`config.mk`:
```
export PLATFORM = sky130hd
export DESIGN_NAME = dcache_dm_wb
export DESIGN_NICKNAME = d
export VERILOG_FILES = /design/src/rtl/dcache_pkg.sv /design/src/rtl/dcache_line_array.sv /design/src/rtl/dcache_dm_wb.sv
export SDC_FILE = /design/constraint.sdc
export NUM_CORES = 1
export LEC_CHECK = 0
export ABC_AREA = 0
export BUFFER_PORTS_ARGS = -buffer_cell sky130_fd_sc_hd__buf_2
export CAP_MARGIN = 10
export CORE_MARGIN = 4
export CORE_UTILIZATION = 55
export CTS_CLUSTER_DIAMETER = 60
export DETAILED_ROUTE_END_ITERATION = 8
export PLACE_DENSITY_LB_ADDON = 0.05
export SLEW_MARGIN = 40
export SYNTH_ARGS = -nofsm -noshare
export SYNTH_HDL_FRONTEND = slang
export SYNTH_SLANG_ARGS = --single-unit
```
`constraint.sdc`:
```
create_clock -name clk -period 6.6 [get_ports clk]
set_input_delay 0.33 -clock clk [delete_from_list [all_inputs] [get_ports clk]]
set_output_delay 0.33 -clock clk [all_outputs]
set_load 0.05 [all_outputs]
```
`src/rtl/dcache_pkg.sv`:
```
// dcache_pkg: shared constants and enums for the direct-mapped write-back
// data cache. Geometry is fixed here and used by every cache file.
package dcache_pkg;

    localparam int NUM_LINES      = 8;
    localparam int WORDS_PER_LINE = 4;
    localparam int IDX_W          = $clog2(NUM_LINES);
    localparam int OFF_W          = 2;
    localparam int TAG_W          = 30 - IDX_W - OFF_W;
    localparam int LINE_W         = 32 * WORDS_PER_LINE;

    typedef enum logic [1:0] {
        COMPARE   = 2'd0,
        WRITEBACK = 2'd1,
        ALLOCATE  = 2'd2
    } state_t;

    // Line array write-port modes
    typedef enum logic [1:0] {
        WR_NONE  = 2'd0,
        WR_WORD  = 2'd1,   // merge one word, mark dirty
        WR_FILL  = 2'd2,   // load whole line + tag, valid=1, dirty=0
        WR_CLEAN = 2'd3    // clear dirty after a writeback
    } wr_mode_t;

endpackage

```
`src/rtl/dcache_line_array.sv`:
```
// dcache_line_array: tag/valid/dirty/data storage for the cache.
// Ports:
//   clk, rst             clock, async active-high reset (valid/dirty only)
//   rd_idx               combinational read index
//   rd_valid/rd_dirty    status of the indexed line
//   rd_tag/rd_line       tag and 128-bit data of the indexed line
//   wr_mode              write-port operation (none/word/fill/clean)
//   wr_idx/wr_off        line index and word offset for the write port
//   wr_word              word merged in WR_WORD mode
//   wr_tag/wr_line       tag and line loaded in WR_FILL mode
module dcache_line_array
    import dcache_pkg::*;
(
    input  logic              clk,
    input  logic              rst,
    input  logic [IDX_W-1:0]  rd_idx,
    output logic              rd_valid,
    output logic              rd_dirty,
    output logic [TAG_W-1:0]  rd_tag,
    output logic [LINE_W-1:0] rd_line,
    input  wr_mode_t          wr_mode,
    input  logic [IDX_W-1:0]  wr_idx,
    input  logic [OFF_W-1:0]  wr_off,
    input  logic [31:0]       wr_word,
    input  logic [TAG_W-1:0]  wr_tag,
    input  logic [LINE_W-1:0] wr_line
);

    logic [NUM_LINES-1:0] valid_q;
    logic [NUM_LINES-1:0] dirty_q;
    logic [TAG_W-1:0]     tag_q  [NUM_LINES];
    logic [LINE_W-1:0]    data_q [NUM_LINES];

    assign rd_valid = valid_q[rd_idx];
    assign rd_dirty = dirty_q[rd_idx];
    assign rd_tag   = tag_q[rd_idx];
    assign rd_line  = data_q[rd_idx];

    always_ff @(posedge clk or posedge rst) begin
        if (rst) begin
            valid_q <= '0;
            dirty_q <= '0;
        end else begin
            case (wr_mode)
                WR_WORD:  dirty_q[wr_idx] <= 1'b1;
                WR_FILL: begin
                    valid_q[wr_idx] <= 1'b1;
                    dirty_q[wr_idx] <= 1'b0;
                end
                WR_CLEAN: dirty_q[wr_idx] <= 1'b0;
                default: ;
            endcase
        end
    end

    // Tag and data are not reset; valid=0 masks their contents.
    always_ff @(posedge clk) begin
        case (wr_mode)
            WR_WORD: data_q[wr_idx][{wr_off, 5'd0} +: 32] <= wr_word;
            WR_FILL: begin
                data_q[wr_idx] <= wr_line;
                tag_q[wr_idx]  <= wr_tag;
            end
            default: ;
        endcase
    end

endmodule

```
`src/rtl/dcache_dm_wb.sv`:
```
// dcache_dm_wb: direct-mapped, write-back, write-allocate data cache.
// Ports:
//   clk, proc_reset        clock, async active-high reset
//   proc_read/proc_write   core request (write wins if both set)
//   proc_addr/proc_wdata   30-bit word address, write word
//   proc_stall/proc_rdata  combinational stall and read word
//   mem_read/mem_write     registered refill / writeback requests
//   mem_addr/mem_wdata     block address and victim line (0 when idle)
//   mem_rdata/mem_ready    refill line and one-cycle completion pulse
//
// state     | meaning
// ----------+--------------------------------------------------------
// COMPARE   | lookup; hits complete with zero stall, misses leave
// WRITEBACK | dirty victim being written to memory
// ALLOCATE  | requested line being refilled from memory
module dcache_dm_wb
    import dcache_pkg::*;
(
    input  logic              clk,
    input  logic              proc_reset,
    input  logic              proc_read,
    input  logic              proc_write,
    input  logic [29:0]       proc_addr,
    input  logic [31:0]       proc_wdata,
    output logic              proc_stall,
    output logic [31:0]       proc_rdata,
    output logic              mem_read,
    output logic              mem_write,
    output logic [27:0]       mem_addr,
    output logic [LINE_W-1:0] mem_wdata,
    input  logic [LINE_W-1:0] mem_rdata,
    input  logic              mem_ready
);

    state_t            state;
    wr_mode_t          wr_mode;

    logic [OFF_W-1:0]  addr_off;
    logic [IDX_W-1:0]  addr_idx;
    logic [TAG_W-1:0]  addr_tag;
    logic              req;
    logic              hit;
    logic              line_valid;
    logic              line_dirty;
    logic [TAG_W-1:0]  line_tag;
    logic [LINE_W-1:0] line_data;
    logic [31:0]       line_word;

    assign addr_off  = proc_addr[OFF_W-1:0];
    assign addr_idx  = proc_addr[OFF_W +: IDX_W];
    assign addr_tag  = proc_addr[OFF_W+IDX_W +: TAG_W];
    assign req       = proc_read | proc_write;
    assign hit       = line_valid && (line_tag == addr_tag);
    assign line_word = line_data[{addr_off, 5'd0} +: 32];

    dcache_line_array u_lines (
        .clk      (clk),
        .rst      (proc_reset),
        .rd_idx   (addr_idx),
        .rd_valid (line_valid),
        .rd_dirty (line_dirty),
        .rd_tag   (line_tag),
        .rd_line  (line_data),
        .wr_mode  (wr_mode),
        .wr_idx   (addr_idx),
        .wr_off   (addr_off),
        .wr_word  (proc_wdata),
        .wr_tag   (addr_tag),
        .wr_line  (mem_rdata)
    );

    always_comb begin
        wr_mode = WR_NONE;
        case (state)
            COMPARE:   if (proc_write && hit) wr_mode = WR_WORD;
            WRITEBACK: if (mem_ready)         wr_mode = WR_CLEAN;
            ALLOCATE:  if (mem_ready)         wr_mode = WR_FILL;
            default:   wr_mode = WR_NONE;
        endcase
    end

    assign proc_stall = (state != COMPARE) || (req && !hit);

    // A simultaneous read+write is a write, so it returns no data.
    assign proc_rdata = (state == COMPARE && proc_read && !proc_write && hit)
                        ? line_word : 32'd0;

    // Memory-side outputs are loaded on the transition into each memory
    // state, so they stay stable for the whole request and drop with it.
    always_ff @(posedge clk or posedge proc_reset) begin
        if (proc_reset) begin
            state     <= COMPARE;
            mem_read  <= 1'b0;
            mem_write <= 1'b0;
            mem_addr  <= '0;
            mem_wdata <= '0;
        end else begin
            case (state)
                COMPARE: begin
                    if (req && !hit) begin
                        if (line_valid && line_dirty) begin
                            state     <= WRITEBACK;
                            mem_write <= 1'b1;
                            mem_addr  <= {line_tag, addr_idx};
                            mem_wdata <= line_data;
                        end else begin
                            state    <= ALLOCATE;
                            mem_read <= 1'b1;
                            mem_addr <= proc_addr[29:2];
                        end
                    end
                end
                WRITEBACK: begin
                    if (mem_ready) begin
                        state     <= ALLOCATE;
                        mem_write <= 1'b0;
                        mem_read  <= 1'b1;
                        mem_addr  <= proc_addr[29:2];
                        mem_wdata <= '0;
                    end
                end
                ALLOCATE: begin
                    if (mem_ready) begin
                        state    <= COMPARE;
                        mem_read <= 1'b0;
                        mem_addr <= '0;
                    end
                end
                default: begin
                    state     <= COMPARE;
                    mem_read  <= 1'b0;
                    mem_write <= 1'b0;
                    mem_addr  <= '0;
                    mem_wdata <= '0;
                end
            endcase
        end
    end

endmodule
```
==> Word level (Yosys, flattened, before mapping) <==
Memories as Yosys holds them, arrays and structs flattened.
Index checks and enable logic that the tools add are counted.
{ "totals": {"latchBits": 0, "reg_bits": 176, "romBits": 0, "mem_bits_rw": 1224, "mem_count": 2, "inputBits": 195, "wordCells": 344} }
{ "classes": {"bitwise_logic": 134, "n_addsub": 1, "order_cmp": 2, "mux": 166, "n_reduce_logical": 18, "div_mod_pow": 0, "mul": 0, "n_eq_ne": 11, "shifts": 3} }
{ "memory_table": {"columns": ["name", "words", "width", "read_ports", "rd_clocked_by_memory_dff", "write_ports", "line_no", "source"], "rows": [
  ["u_lines.data_q", 8, 128, 1, 0, 1, "dcache_line_array.sv:32", "logic [LINE_W-1:0] data_q [NUM_LINES];"],
  ["u_lines.tag_q", 8, 25, 1, 0, 1, "dcache_line_array.sv:31", "logic [TAG_W-1:0] tag_q [NUM_LINES];"]
]} }
{ "op_table": {"columns": ["cell", "count"], "rows": [
  ["two-way mux 128 bit", 4],
  ["case mux 128 bit (3 select lines)", 1],
  ["two-way mux 1 bit", 141],
  ["OR 1 bit", 129],
  ["variable shift 32 x 9 -> 128 bit, first input constant", 1],
  ["indexed part select 128 x 8 -> 32 bit", 1],
  ["indexed part select 32 x 9 -> 128 bit", 1],
  ["two-way mux 28 bit", 4],
  ["case mux 28 bit (3 select lines)", 1],
  ["two-way mux 32 bit", 1],
  ["== test 25 bit", 1],
  ["OR 8 bit", 2],
  ["case mux 8 bit (2 select lines)", 1],
  ["two-way mux 2 bit", 6],
  ["case mux 2 bit (3 select lines)", 2],
  ["negator 7 -> 9 bit", 1],
  ["bitwise AND 8 bit", 1],
  ["logical AND 1 bit", 8],
  ["inequality test 2 bit, second input constant", 4],
  ["inverter 8 bit", 1],
  ["AND reduction 4 bit", 2],
  ["binary-select mux 1 bit (select 3 bit)", 2],
  ["== test 2 bit, second input constant", 3],
  ["case mux 1 bit (3 select lines)", 2],
  ["12 further kinds", 15]
]} }

==> Depth between registers and ports, before layout <==
{ "logic_depth": {"depth_word": 10, "depth_mapped": 16, "ltp_nobuf": 8} }

==> Modules after synthesis <==
Synthesis repeated with hierarchy kept, for this count alone.
{ "unflattened": {"hier_cells": 3105, "hier_area_um2": 58260.9} }
{ "by_module_without_submodules": {"columns": ["mod", "instances", "area_each_um2", "cells_per_inst"], "rows": [
  ["dcache_line_array", 1, 50362.1, 2321],
  ["dcache_dm_wb", 1, 7898.8, 784]
]} }

==> Least setup slack after synthesis <==
No wires, ideal clock.
{ "synth_path": {"kind": "input to register", "startpoint": "input port proc_addr[3]", "endpoint": "memory u_lines.data_q[0][100] (netlist bit) (enable)", "arrival_ns": 3.952, "cell_stages": 10, "setup_ns": 0.421, "n_path_buf": 2, "required_time_ns": 6.179, "path_slack_ns": 2.227, "path_cell_list": "buf_6 -> mux2_4 -> mux4_2 -> or4_1 -> a22oi_1 -> nand4_1 -> nor4_2 -> buf_4 -> a31oi_1 -> nor2_1"} }
{ "synth_between": {"elab_chain_len": 10, "word_cells_on_any_way": 15, "classes_between": "eq/ne: 3; mux: 8; bitwise: 1; reduce/logical: 2; memory: 1"} }
{ "synth_rtl": {"columns": ["element", "line_no", "source"], "rows": [
  ["start, declared", "dcache_dm_wb.sv:23", "input logic [29:0] proc_addr,"],
  ["memory (8 x 25 bit) / binary-select mux 1 bit (select 3 bit) (equally long branches)", null, null],
  ["== test 25 bit / two-way mux 1 bit (equally long branches)", "dcache_dm_wb.sv:53, dcache_line_array.sv:34", null],
  ["logical AND 1 bit", "dcache_dm_wb.sv:53", "assign hit = line_valid && (line_tag == addr_tag);"],
  ["logical AND 1 bit", "dcache_dm_wb.sv:75", "COMPARE: if (proc_write && hit) wr_mode = WR_WORD;"],
  ["two-way mux 1 bit", "dcache_dm_wb.sv:75", null],
  ["case mux 2 bit (3 select lines)", "dcache_dm_wb.sv:74", "case (state)"],
  ["== test 2 x 1 -> 1 bit / == test 2 bit (equally long branches)", "dcache_line_array.sv:58", "case (wr_mode)"],
  ["two-way mux 1 bit", "dcache_line_array.sv:58", null],
  ["two-way mux 128 bit (implied by the code) / two-way mux 1 bit (equally long branches)", "dcache_line_array.sv:59, dcache_line_array.sv:61", null],
  ["OR 1 bit (no line)", null, null],
  ["end, declared", "dcache_line_array.sv:32", null]
]} }
Parallel ways exist; a longest one is shown, timed or not. The select of a mux whose other input is x is not followed.

==> Worst setup path after layout <==
{ "layout_path": {"startpoint": "input port proc_addr[3]", "endpoint": "output port proc_rdata[15]"} }
{ "layout_between": {"elab_chain_len": 5, "word_cells_on_any_way": 9, "classes_between": "eq/ne: 1; shift: 1; mux: 3; reduce/logical: 2; memory: 2"} }
{ "layout_rtl": {"columns": ["element", "line_no", "source"], "rows": [
  ["parallel branches: the longest is 4 deep, another holds memory (8 x 128 bit)", null, null],
  ["two-way mux 32 bit (*)", "dcache_dm_wb.sv:86", "? line_word : 32'd0;"],
  ["end, declared", "dcache_dm_wb.sv:26", "output logic [31:0] proc_rdata,"]
]} }
Every way passes the cells marked *. The select of a mux whose other input is x is not followed.

==> impl_metrics.yaml <==
routing:
  first_pass_iters: 6
  first_iter_violations: 4358
  wire_per_inst_um: 35.22
  drtAntennaViolNets: 0
  drc: 0
  viasPerCell: 6.700
  num_vias: 33530
  routed_wl_um: 176300
floorplan:
  die-area_um2: 104000
  fp.dieH_um: 322.6
  initial_utilization: 0.5538
  fp.coreArea_um2: 98280
  row_count: 115
  io_pins: 386
  fp.dieW_um: 322.6
setup_path:
  cp_top_family: "buffers and inverters"
  critPathMaxFanout: 41
  cp-start-kind: "input pin"
  slowest_stage: "nor4_1"
  path_class: "input pin to primary output"
  worstPathCellList: "buf_4, buf_4, mux4_2, mux2i_1, xnor2_1, nor4_1, nand4_1, nor2_1, nand4b_1, buf_4, nor2_1, buf_2"
  max_stage_delay_ps: 620
  critPathArrivalTime_ps: 4470
  path_buf_inv: 4
  endpoint_kind: "primary output"
  cp_data_required_time_ps: 6270
  crit_top_cell: "buf_4"
sta:
  hold_viol: 0
  rsz0062_at_grt: "false"
  slew_headroom: 0.3748
  finalClockSkew_ps: 29.75
  drv_slew: 0
  worstMarginPinSlew_ps: 937.7
  finalSetupTns_ps: 0
  fin_crit_sh: 0.7271
  setup_viol: 0
  max_freq_mhz: 208.4
  period_needed_ps: 4799
clock_tree:
  htreeDepth: 4
  cts_setup_buffers: 0
  clock_latency_ps: 750
  clock-root-buffer: "clkbuf_16"
  cts.sinks: 1400
  clockBufferDepth: 3
  cts_tree: "yes"
  cts_made_buffers: 142
  clk_pin_slew_ps: 60
global_route:
  grt_overflow: 0
  met1_usage: 0.4574
  gr-usage-met3: 0.1062
  grt_max_degree: 107
  grt.busiest_layer: "met2"
  antenna_found_initial: 15
  track_usage: 0.3379
  grt.met2_usage: 0.4998
  grt_pass1_wl_um: 246600
  first_global_vias: 33030
synth:
  syn-num-nets: 3333
  ys_ff_latch: 1400
  seq_area_frac_synth: 0.7563
  ys.flop_type: "edfxtp_1"
  ys_types: 63
  synthCells: 3133
  synth_area_per_cell_um2: 17.37
  syn_area_um2: 54420
  ys_warn_count: 0
  async_reset_ff_frac: 0.1257
  synth_edf_count: 1224
power:
  power_frac_seq: 0.504
  comb_power_share: 0.099
  power_switching_mw: 4.844
  switching_share: 0.2416
  p_leak_nw: 22.30
  p_per_area_nw_per_um2: 315.5
  p_int_mw: 15.21
  clkPwrFrac: 0.397
  ir_drop_uv: 173.1
  finalPower_mw: 20.05
min_path:
  hold_class: "input pin to flop"
layout:
  final_layout_size_suffix_gt1_frac: 0.2561
  final_core_util: 0.6466
  area_growth_pct: 16.77
  fillers: 6884
  nets: 3789
run:
  drv_cap: 0
outcome:
  run_status: "finished, final reports clean"
placed_design:
  dp_hpwl_um: 114600
  place.gp.congestion: 0.9141
  port_buffers: 385
[kinds of logic after synthesis]
group / share of synthesized area
buf+inv: 0.02072
flops: 0.7563
simple gates: 0.03692
compound gates: 0.1240
xor+xnor: 0.002736
mux: 0.05819
fa+ha+maj: 0.001150
[registers in the layout (all words and copies together), names as in the netlist, named ones only]
name,flops
u_lines.tag_q,200
mem_read,1
mem_wdata,128
mem_addr,28
u_lines.valid_q,8
mem_write,1
state,2
u_lines.data_q,1024
[area by class of cell]
class | count | area [µm²] | area share
clock inverters | 66 | 598.1 | 0.009412
well taps | 1287 | 1610 | 0.02534
diodes | 13 | 32.53 | 0.0005119
inverters | 10 | 45.04 | 0.0007088
repair buffers | 535 | 3411 | 0.05368
clock buffers | 194 | 4000 | 0.06295
multi-input cells | 1500 | 12690 | 0.1997
flip-flops and latches | 1400 | 41160 | 0.6477
[through the flow]
stage                     instance area, µm²  worst slack [ps]  hold slack (ps)  instances
after global placement                 58260              1522            443.8       4690
after global routing                   63520              1761            74.88       4996
after detailed placement               58570              1612            449.9       4702
after floorplan                        54420              1496            428.9       3133
after CTS                              63440              1739            21.40       4989
final                                  63540              1801            63.37       5005
[layer usage]
| layer | wire length [µm] | vias up |
|---|---|---|
| li1 | - | 13820 |
| met3 | 21080 | 351 |
| met4 | 9093 | 12 |
| met2 | 79150 | 2161 |
| met1 | 66530 | 17190 |
| met5 | 417 | - |
[power by group through the flow]
stage	sequential [mW]	combinational, mW	clock, mW
floorplan	10.4	0.885	0
global placement	10.3	1.90	0
detailed placement	10.3	1.95	0
CTS	10.1	1.97	8.02
global route	10.1	2.08	8.41
finish	10.1	2.00	7.96
[synthesized netlist by cell type (8+ instances only)]
master        n  area (µm²)
nor2_1      160       600.6
buf_2        48       240.2
or2_2        12       75.07
a22oi_1     308        2312
xnor2_1      12       105.1
clkbuf_1    120       450.4
a22o_1      177        1550
buf_1        22       82.58
a21oi_1      76       380.4
inv_1        10       37.54
a31oi_1      13       81.33
o2bb2ai_2    10       150.1
nor2b_1      14       87.58
buf_4        24       180.2
dfrtp_1     176        4404
nand3b_1      9       67.56
nand3_1       9       45.04
nand4_1       8       50.05
mux4_2       58        1306
nor3_1        9       45.04
a221oi_1     74       648.1
o2bb2ai_1   113       989.7
a211oi_1     16       120.1
o22ai_1       8       50.05
nand2_1      40       150.1
o21ai_0      36       180.2
mux2i_1     109        1091
and4_1       46       402.9
and3_1       41       256.5
edfxtp_1   1224       36760
mux2_2       67       754.5
[cell usage in the layout (no fill, tap or decap), types with 9 or more instances in the layout]
cell / count
o21ai_0: 36
or2_2: 12
mux4_2: 58
clkbuf_1: 37
edfxtp_1: 1224
dlygate4sd3_1: 27
buf_2: 386
o2bb2ai_2: 10
clkbuf_16: 151
a21oi_2: 9
nand3b_1: 9
mux2_2: 67
a22oi_1: 308
nor3_1: 9
o2bb2ai_1: 113
a31oi_1: 9
nor2_2: 11
nor2_1: 110
diode_2: 13
nand2_1: 40
a221oi_1: 66
a211oi_1: 16
clkinv_1: 25
xnor2_1: 12
a22o_1: 177
buf_12: 13
nor2_4: 40
clkinv_2: 19
mux2i_1: 109
and3_1: 39
a21oi_1: 67
dfrtp_1: 176
bufinv_16: 10
buf_4: 95
nor2b_1: 12
and4_1: 46
nand3_1: 9
[final timing paths]
| path | cells past startpoint | start | slack [ps] | to |
|---|---|---|---|---|
| max | 12 | proc_addr[3] | 1800 | proc_rdata[15] |
| min | 2 | mem_rdata[104] | 60 | u_lines.data_q[3][104]$_DFFE_PP_ |
| max reg2reg | 10 | u_lines.tag_q[4][24]$_DFFE_PP_ | 2330 | u_lines.data_q[4][24]$_DFFE_PP_ |
| min reg2reg | 1 | u_lines.valid_q[0]$_DFFE_PP0P_ | 460 | u_lines.valid_q[0]$_DFFE_PP0P_ |
| max in group asynchronous | 5 | proc_reset | 5190 | mem_wdata[24]$_DFFE_PP0P_ |
| min in group asynchronous | 3 | proc_reset | 130 | mem_wdata[60]$_DFFE_PP0P_ |
[repair_timing]
action                                  in CTS  in global routing
endpoints found under the hold margin      295                  0
endpoints found under the setup margin       0                  0
hold buffers                                27                  0
resized for setup                            0                  0
(Power assumes the default switching activity.)
